$ cat src/rtl/intmux_defs.sv
// Shared definitions for the interrupt source multiplexer: FSM encodings,
// the "no request" vector and the vector alignment helper.
package intmux_defs;

  typedef enum logic [1:0] {
    IDLE  = 2'd0,
    OFFER = 2'd1,
    XFER  = 2'd2,
    HOLD  = 2'd3
  } state_t;

  localparam logic [7:0] NOVEC = 8'h01;

  // Bus vectors are longword aligned, so the low two bits are forced to zero.
  function automatic logic [7:0] vec_align(input logic [7:0] v);
    return v & 8'hFC;
  endfunction

endpackage

$ cat src/rtl/intmux_prienc.sv
// Lowest-index-wins priority encoder over the pending flags.
module prienc #(
  parameter int NSRC = 4
) (
  input  logic [NSRC-1:0] req,
  output logic            valid,
  output logic [2:0]      idx
);

  // Walk from the top down so the lowest set index is the last assignment.
  always_comb begin
    valid = |req;
    idx   = '0;
    for (int i = NSRC - 1; i >= 0; i--) begin
      if (req[i]) idx = 3'(i);
    end
  end

endmodule

$ cat src/rtl/intmux.sv
// Per-level interrupt source multiplexer feeding the bus request/grant
// controller's intvec input and acknowledging the serviced device.
module intmux
  import intmux_defs::*;
#(
  parameter int NSRC = 4
) (
  input  logic              CLOCK,
  input  logic              RESET,
  input  logic              init_in_h,
  input  logic [NSRC-1:0]   req_in_h,
  input  logic [8*NSRC-1:0] vec_in,
  input  logic              intr_in_h,
  input  logic              syn_ssyn_in_h,
  output logic [7:0]        intvec,
  output logic [NSRC-1:0]   ack_out_h,
  output logic [NSRC-1:0]   pend_out_h
);

  logic            rst;
  state_t          state, state_nxt;
  logic [2:0]      sel, sel_nxt;
  logic [7:0]      intvec_nxt;
  logic [NSRC-1:0] req_q, pend, pend_nxt, ack_nxt, rise;
  logic            enc_valid;
  logic [2:0]      enc_idx;
  logic [7:0]      enc_vec;
  logic            sel_live;

  assign rst        = RESET | init_in_h;
  assign rise       = req_in_h & ~req_q;
  assign pend_out_h = pend;

  prienc #(.NSRC(NSRC)) u_prienc (
    .req   (pend),
    .valid (enc_valid),
    .idx   (enc_idx)
  );

  // Vector of the winning source and liveness of the currently held source.
  // A source whose request line is already low counts as withdrawn this
  // cycle, so the offer is dropped on the same edge its pending flag clears.
  always_comb begin
    enc_vec  = '0;
    sel_live = 1'b0;
    for (int i = 0; i < NSRC; i++) begin
      if (enc_idx == 3'(i)) enc_vec = vec_in[8*i +: 8];
      if (sel == 3'(i))     sel_live = pend[i] & req_in_h[i];
    end
  end

  always_comb begin
    state_nxt  = state;
    sel_nxt    = sel;
    intvec_nxt = intvec;
    ack_nxt    = '0;
    case (state)
      IDLE: begin
        intvec_nxt = NOVEC;
        if (enc_valid) begin
          sel_nxt    = enc_idx;
          intvec_nxt = vec_align(enc_vec);
          state_nxt  = OFFER;
        end
      end
      OFFER: begin
        if (intr_in_h) begin
          state_nxt = XFER;
        end else if (!sel_live) begin
          intvec_nxt = NOVEC;
          state_nxt  = HOLD;
        end
      end
      XFER: begin
        // Once the controller is transferring, withdrawal no longer matters.
        if (syn_ssyn_in_h) begin
          intvec_nxt = NOVEC;
          state_nxt  = HOLD;
          for (int i = 0; i < NSRC; i++) begin
            ack_nxt[i] = (sel == 3'(i));
          end
        end
      end
      HOLD: begin
        intvec_nxt = NOVEC;
        if (!intr_in_h && !syn_ssyn_in_h) state_nxt = IDLE;
      end
      default: begin
        intvec_nxt = NOVEC;
        state_nxt  = IDLE;
      end
    endcase
  end

  // A fresh rising edge beats an ack-clear landing in the same cycle.
  always_comb begin
    pend_nxt = pend;
    for (int i = 0; i < NSRC; i++) begin
      if (rise[i])                      pend_nxt[i] = 1'b1;
      else if (ack_nxt[i] || !req_in_h[i]) pend_nxt[i] = 1'b0;
    end
  end

  always_ff @(posedge CLOCK) begin
    if (rst) begin
      state     <= IDLE;
      sel       <= '0;
      intvec    <= NOVEC;
      ack_out_h <= '0;
      pend      <= '0;
      req_q     <= req_in_h;
    end else begin
      state     <= state_nxt;
      sel       <= sel_nxt;
      intvec    <= intvec_nxt;
      ack_out_h <= ack_nxt;
      pend      <= pend_nxt;
      req_q     <= req_in_h;
    end
  end

endmodule

$ cat config.mk
export PLATFORM = sky130hd
export DESIGN_NAME = intmux
export DESIGN_NICKNAME = d
export VERILOG_FILES = /design/src/rtl/intmux_defs.sv /design/src/rtl/intmux_prienc.sv /design/src/rtl/intmux.sv
export SDC_FILE = /design/constraint.sdc
export NUM_CORES = 1
export LEC_CHECK = 0
export CAP_MARGIN = 20
export CORE_MARGIN = 1.5
export CORE_UTILIZATION = 44
export CTS_CLUSTER_DIAMETER = 50
export DETAILED_ROUTE_END_ITERATION = 12
export GPL_ROUTABILITY_DRIVEN = 0
export PLACE_DENSITY = 0.91
export SETUP_SLACK_MARGIN = 0.15
export SYNTH_ARGS = -nofsm -noshare
export SYNTH_HDL_FRONTEND = slang
export SYNTH_SLANG_ARGS = --single-unit
export TNS_END_PERCENT = 20
$ cat constraint.sdc
create_clock -name CLOCK -period 3.65 [get_ports CLOCK]
set_input_delay 0.73 -clock CLOCK [delete_from_list [all_inputs] [get_ports CLOCK]]
set_output_delay 0.73 -clock CLOCK [all_outputs]
set_load 0.02 [all_outputs]
== Word-level counts from Yosys, hierarchy flattened ==
Index checks and enable logic that the tools add are counted.

* Register bits after elaboration: 25
* Input port bits: 41
* Output and inout bits: 16
* Logic and storage cells: 86

* Equal/unequal tests: 15
* Multiplexer cells: 33
* Bitwise gates (word level): 7
* Reduce and logical (&&, ||, !) cells: 22

{| class="wikitable"
|+ Operators with widths
! cell !! count
|-
| 8-bit 2-to-1 mux || 8
|-
| 8-bit one-hot mux with 4 select lines || 1
|-
| 2-bit 2-to-1 mux || 9
|-
| 3-bit by 2-bit equality test with 1-bit output, second input constant || 4
|-
| 1-bit 2-to-1 mux || 12
|-
| 2-bit != test, second input constant || 5
|-
| 4-bit 2-to-1 mux || 2
|-
| 2-bit one-hot mux with 4 select lines || 1
|-
| 2-bit nonzero test || 4
|-
| 3-bit by 1-bit equality test with 1-bit output, second input constant || 2
|-
| 1-bit logical NOT || 6
|-
| 3-bit logical NOT || 2
|-
| 1-bit AND || 4
|-
| 4-bit AND || 1
|-
| 2-bit equality test, second input constant || 2
|-
| 1-bit logical OR || 4
|-
| 4-bit inverter || 1
|-
| 4-bit AND reduction || 1
|-
| 4-bit OR reduction || 1
|-
| 3-bit != test, second input constant || 1
|-
| 3-bit AND reduction || 1
|-
| 2-bit by 1-bit equality test with 1-bit output, second input constant || 1
|-
| 2-bit logical NOT || 1
|-
| 2-bit AND reduction || 1
|-
| other kinds (2) || 2
|}

== Depth between registers and ports, before layout ==
* Depth after elaboration: 11
* Mapped depth: 8
* Gate-level depth less buffers: 7

== Cells and area by module ==
Synthesis repeated with hierarchy kept, for this count alone.

* Cells, all modules: 144
* Area total of the unflattened synthesis: 1,208.7 um^2

{| class="wikitable"
|+ Modules (own cells, without submodules)
! module !! instances !! cells each !! area each (um^2) !! seq. area each (um^2)
|-
| intmux || 1 || 135 || 1,162.4 || 480.5
|-
| prienc || 1 || 9 || 46.3 || 0.0
|}

== Worst setup path before layout ==
Ideal clock, no wire load.

* Kind: input-to-reg
* Start point: input port req_in_h[2]
* End point: register intvec[5]
* Library setup time: 0.097 ns
* Data arrival time: 1.559 ns
* Data required time: 3.553 ns
* Path slack: 1.994 ns
* Cell stages on the path: 5
* Buffers on the path: 1
* Cell sequence: nand4b_1 -> nand4_2 -> a2bb2oi_2 -> buf_6 -> o41ai_4

* Longest elaborated chain between the ends: 5

{| class="wikitable"
|+ Ends and longest elaborated chain
! element !! line !! RTL
|-
| from (decl) || intmux.sv:11 || <nowiki>input logic [NSRC-1:0] req_in_h,</nowiki>
|-
| 1-bit AND || intmux.sv:48 || <nowiki>if (sel == 3'(i)) sel_live = pend[i] & req_in_h[i];</nowiki>
|-
| 1-bit 2-to-1 mux (2 in a row) || intmux.sv:48 ||
|-
| 2-bit != test (no source line) || -- ||
|-
| 3-bit AND reduction (no source line) || -- ||
|-
| to (signal assigned) || intmux.sv:115 || <nowiki>intvec <= intvec_nxt;</nowiki>
|-
| to (decl) || intmux.sv:15 || <nowiki>output logic [7:0] intvec,</nowiki>
|}

No other way between the ends.
A chain may end at the register's enable or synchronous reset.

== Worst setup path in the final report ==
* Start point: register pend[1] (netlist: pend_out_h[1])
* End point: output port pend_out_h[1]

{| class="wikitable"
|+ RTL lines
! element !! line !! RTL
|-
| from (decl) || intmux.sv:24 || <nowiki>logic [NSRC-1:0] req_q, pend, pend_nxt, ack_nxt, rise;</nowiki>
|-
| from (signal assigned) || intmux.sv:117 || <nowiki>pend <= pend_nxt;</nowiki>
|-
| to (decl) || intmux.sv:17 || <nowiki>output logic [NSRC-1:0] pend_out_h</nowiki>
|}

No word-level cell between the ends.

==> impl_metrics.csv <==
group,metric,value,unit
die,start_util,46.2,%
finish,design_area,1730,sq um
clock_network,htreeDepth,1,
routing,drt-initial-drc-count,92,
synth,yosysWarnings,0,
synth,synth_edf_count,0,
sta,rsz0062_at_grt,"false",
critical_path,slowest_stage,"dfxtp_1",
sta,hold_viol_final,0,
grt,grt_pass1_wl,5290,um
grt,grt_pass1_vias,1172,
grt,overflow,0,
die,die_h,56.6,um
finish,fin_nets,237,
power,p_int,0.000358,W
power,p_leak,0.628,nW
clock_network,postCtsSetupRepairBufs,0,
synth,synth-seq-cells,23,
power,power,0.000485,W
placed_design,place_area,1700,sq um
grt,antenna_found_initial,0,
synth,synthesis.nets,194,
sta,hold_ws,0.417,ns
routing,wl,3310,um
die,die_w,56.6,um
power,p_seq_share,55.1,%
finish,instances_no_fill,221,
clock_network,cts_tree,"yes",
synth,yosysTopAreaCellShare,36.4,%
power,peakVddDrop,0.209,mV
sta,final_max_slew_viol_count,0,
die,num_io_pins,57,
clock_network,cts-root-buf,"clkbuf_4",
critical_path,required,2.92,ns
die,die_area,3200,sq um
critical_path,path_class,"reg -> out",
hold_path,min_path_cells,1,
hold_path,worstHoldEndpoint,"pend_out_h[3]$_SDFFE_PP0P_",
sta,finalSetupViolCount,0,
critical_path,r2r_cells,5,
hold_path,hp-start,"req_q[3]$_DFF_P_",
synth,synth.area.top_cells,"dfxtp_1, a21oi_1, ha_1, nor2_1, a211oi_1",
clock_network,insertion_delay,0.31,ns
synth,seq_area_frac_synth,36.4,%
hold_path,min_path_type,"reg -> reg",
clock_network,cts_resized,0,
critical_path,critPathLaunchType,"register",
power,p_clk_share,24.2,%
synth,syn_avg_cell_area,8.54,sq um
routing,drtPass1Iterations,4,
critical_path,reg2reg_slack,1.68,ns
placed_design,io_buffers,47,
critical_path,cp_top_family,"flip-flops",
sta,worstMarginPinSlew,0.637,ns
clock_network,clockBufferDepth,2,
critical_path,critPathMaxStageDelay,0.72,ns
synth,ys.flop_type,"dfxtp_1",
clock_network,path_clk_slew,0.11,ns
clock_network,cts_hold_buf,0,
sta,min_period,2.47,ns
routing,wl_per_cell,15.0,um
placed_design,hpwl,2470,um
sta,max_freq,405,MHz
run,cap_violations,0,
outcome,outcome,"finished clean",
power,p_per_area,280,nW/um^2
critical_path,arrival,1.74,ns
die,core,2730,sq um
synth,synthesis.area,1260,sq um
critical_path,path_buf_inv,1,
sta,maxSlewHeadroom,57.5,%
placed_design,dp_cells,217,
grt,track_usage,21.0,%
synth,synthCells,148,
power,pwr-share-comb,20.7,%
critical_path,cp_cell_sequence,"clkdlybuf4s50_1",
critical_path,r2r-end,"intvec[5]$_SDFFE_PP0P_",
sta,fin_crit_sh,67.7,%
routing,ant_nets,0,
clock_network,cts_num_sinks,23,
sta,clock_skew,0.00947,ns
finish,diodes,0,
critical_path,worstSetupEndpointType,"primary output",
finish,drive_gt1_share,6.84,%
synth,async_flop_share,0,%
power,power_switching_share,26.3,%
grt,grt_max_degree,20,
critical_path,r2r-start,"pend_out_h[1]$_SDFFE_PP0P_",
finish,area_growth_syn_to_layout,36.9,%
die,rows,19,
routing,route.detailed.drc,0,
clock_network,numCtsBuffers,3,
critical_path,cp_max_fo,19,
synth,ys_types,38,
routing,viasPerCell,5.70,
synth,yosysTopAreaCell,"dfxtp_1",
power,p_sw,0.000127,W
routing,vias,1259,
sta,setup_tns,0,ns
-- layout by cell type, fill, tap and decap left out, types with 2 or more instances in the layout --
master,instances
clkdlybuf4s50_1,47
dfxtp_1,23
nor2_1,16
a21oi_1,14
nand2_1,10
nand3_1,8
inv_1,7
o21ai_0,7
a211oi_1,6
nor2b_1,6
nor3_1,5
ha_1,5
o41ai_1,4
o31ai_1,3
clkbuf_4,3
nor4_1,2
nand4_1,2
nand2b_1,2
-- through the flow --
| stage | util (%) | worst slack [ns] |
|---|---|---|
| floorplan | - | 1.99 |
| global placement | 62.3 | 1.24 |
| detailed placement | 62.3 | 1.16 |
| CTS | 63.3 | 1.18 |
| global route | 63.3 | 1.10 |
| finish | 63.3 | 1.18 |
-- power groups by stage --
stage | Combinational [W] | Sequential [W] | Clock (W)
floorplan | 0.0000498 | 0.000272 | 0
global placement | 0.0000963 | 0.000272 | 0
detailed placement | 0.0000995 | 0.000273 | 0
CTS | 0.000100 | 0.000267 | 0.000122
global route | 0.000108 | 0.000269 | 0.000131
finish | 0.000100 | 0.000267 | 0.000117
-- cell usage after synthesis (2+ instances only) --
master     n
nor2_1    16
nand2b_1   2
dfxtp_1   23
nand4_1    2
buf_6      4
o41ai_1    4
inv_1      7
nor4_1     2
o21ai_0    7
nor3_1     5
a211oi_1   6
buf_2      4
o31ai_1    3
ha_1       5
a21oi_1   14
nand2_1   10
nand3_1    8
nor2b_1    6
-- worst register-to-register path: stages, from the launching register on --
cell and delay (ns):
dfxtp_1 0.72, nand4b_2 0.18, nand4_2 0.16, a2bb2oi_2 0.52, nand3_1 0.23, o41ai_4 0.08
-- area by class of cell --
cell class,count,area [sq um]
multi-input cells,108,701
flip-flops and latches,23,460
well taps,31,38.8
inverters,7,26.3
repair buffers,48,478
fillers,237,1000
clock buffers,4,26.3
-- logic make-up (layout without fill, tap and decap cells) --
family                     Yosys count  in the layout  share of synthesized area [%]
and+or+nand+nor                     59             59                           25.3
AOI/OAI and AO/OA                   42             42                           24.1
DFF                                 23             23                           36.4
buffers and inverters               17             59                           8.12
adders and majority gates            5              5                           4.95
other                                1              1                          0.297
muxes                                1              1                          0.792
-- layer usage --
layer / GRT usage (%) / up-vias / share of wire [%]
li1: - / 611 / -
met1: 25.6 / 587 / 41
met2: 34.9 / 53 / 49
met3: 4.84 / 8 / 7.3
met4: 9.18 / 0 / 2.2
met5: 0 / - / 0
-- sequential cells by signal, indices dropped and copies added (netlist names) --
signal      flops
ack_out_h       4
intvec          7
pend_out_h      4
req_q           4
sel             2
state           2
-- worst max path at each step --
stage / slack [ns] / depth (start not counted) / from / to
global route: 1.10 / 1 / pend_out_h[1]$_SDFFE_PP0P_ / pend_out_h[1]
floorplan: 1.99 / 5 / req_in_h[2] / intvec[5]$_SDFFE_PP0P_
global placement: 1.24 / 6 / syn_ssyn_in_h / intvec[5]$_SDFFE_PP0P_
CTS: 1.18 / 1 / pend_out_h[1]$_SDFFE_PP0P_ / pend_out_h[1]
finish: 1.18 / 1 / pend_out_h[1]$_SDFFE_PP0P_ / pend_out_h[1]
detailed placement: 1.16 / 6 / syn_ssyn_in_h / intvec[5]$_SDFFE_PP0P_
Note: power is estimated with default switching activity, not from simulation.
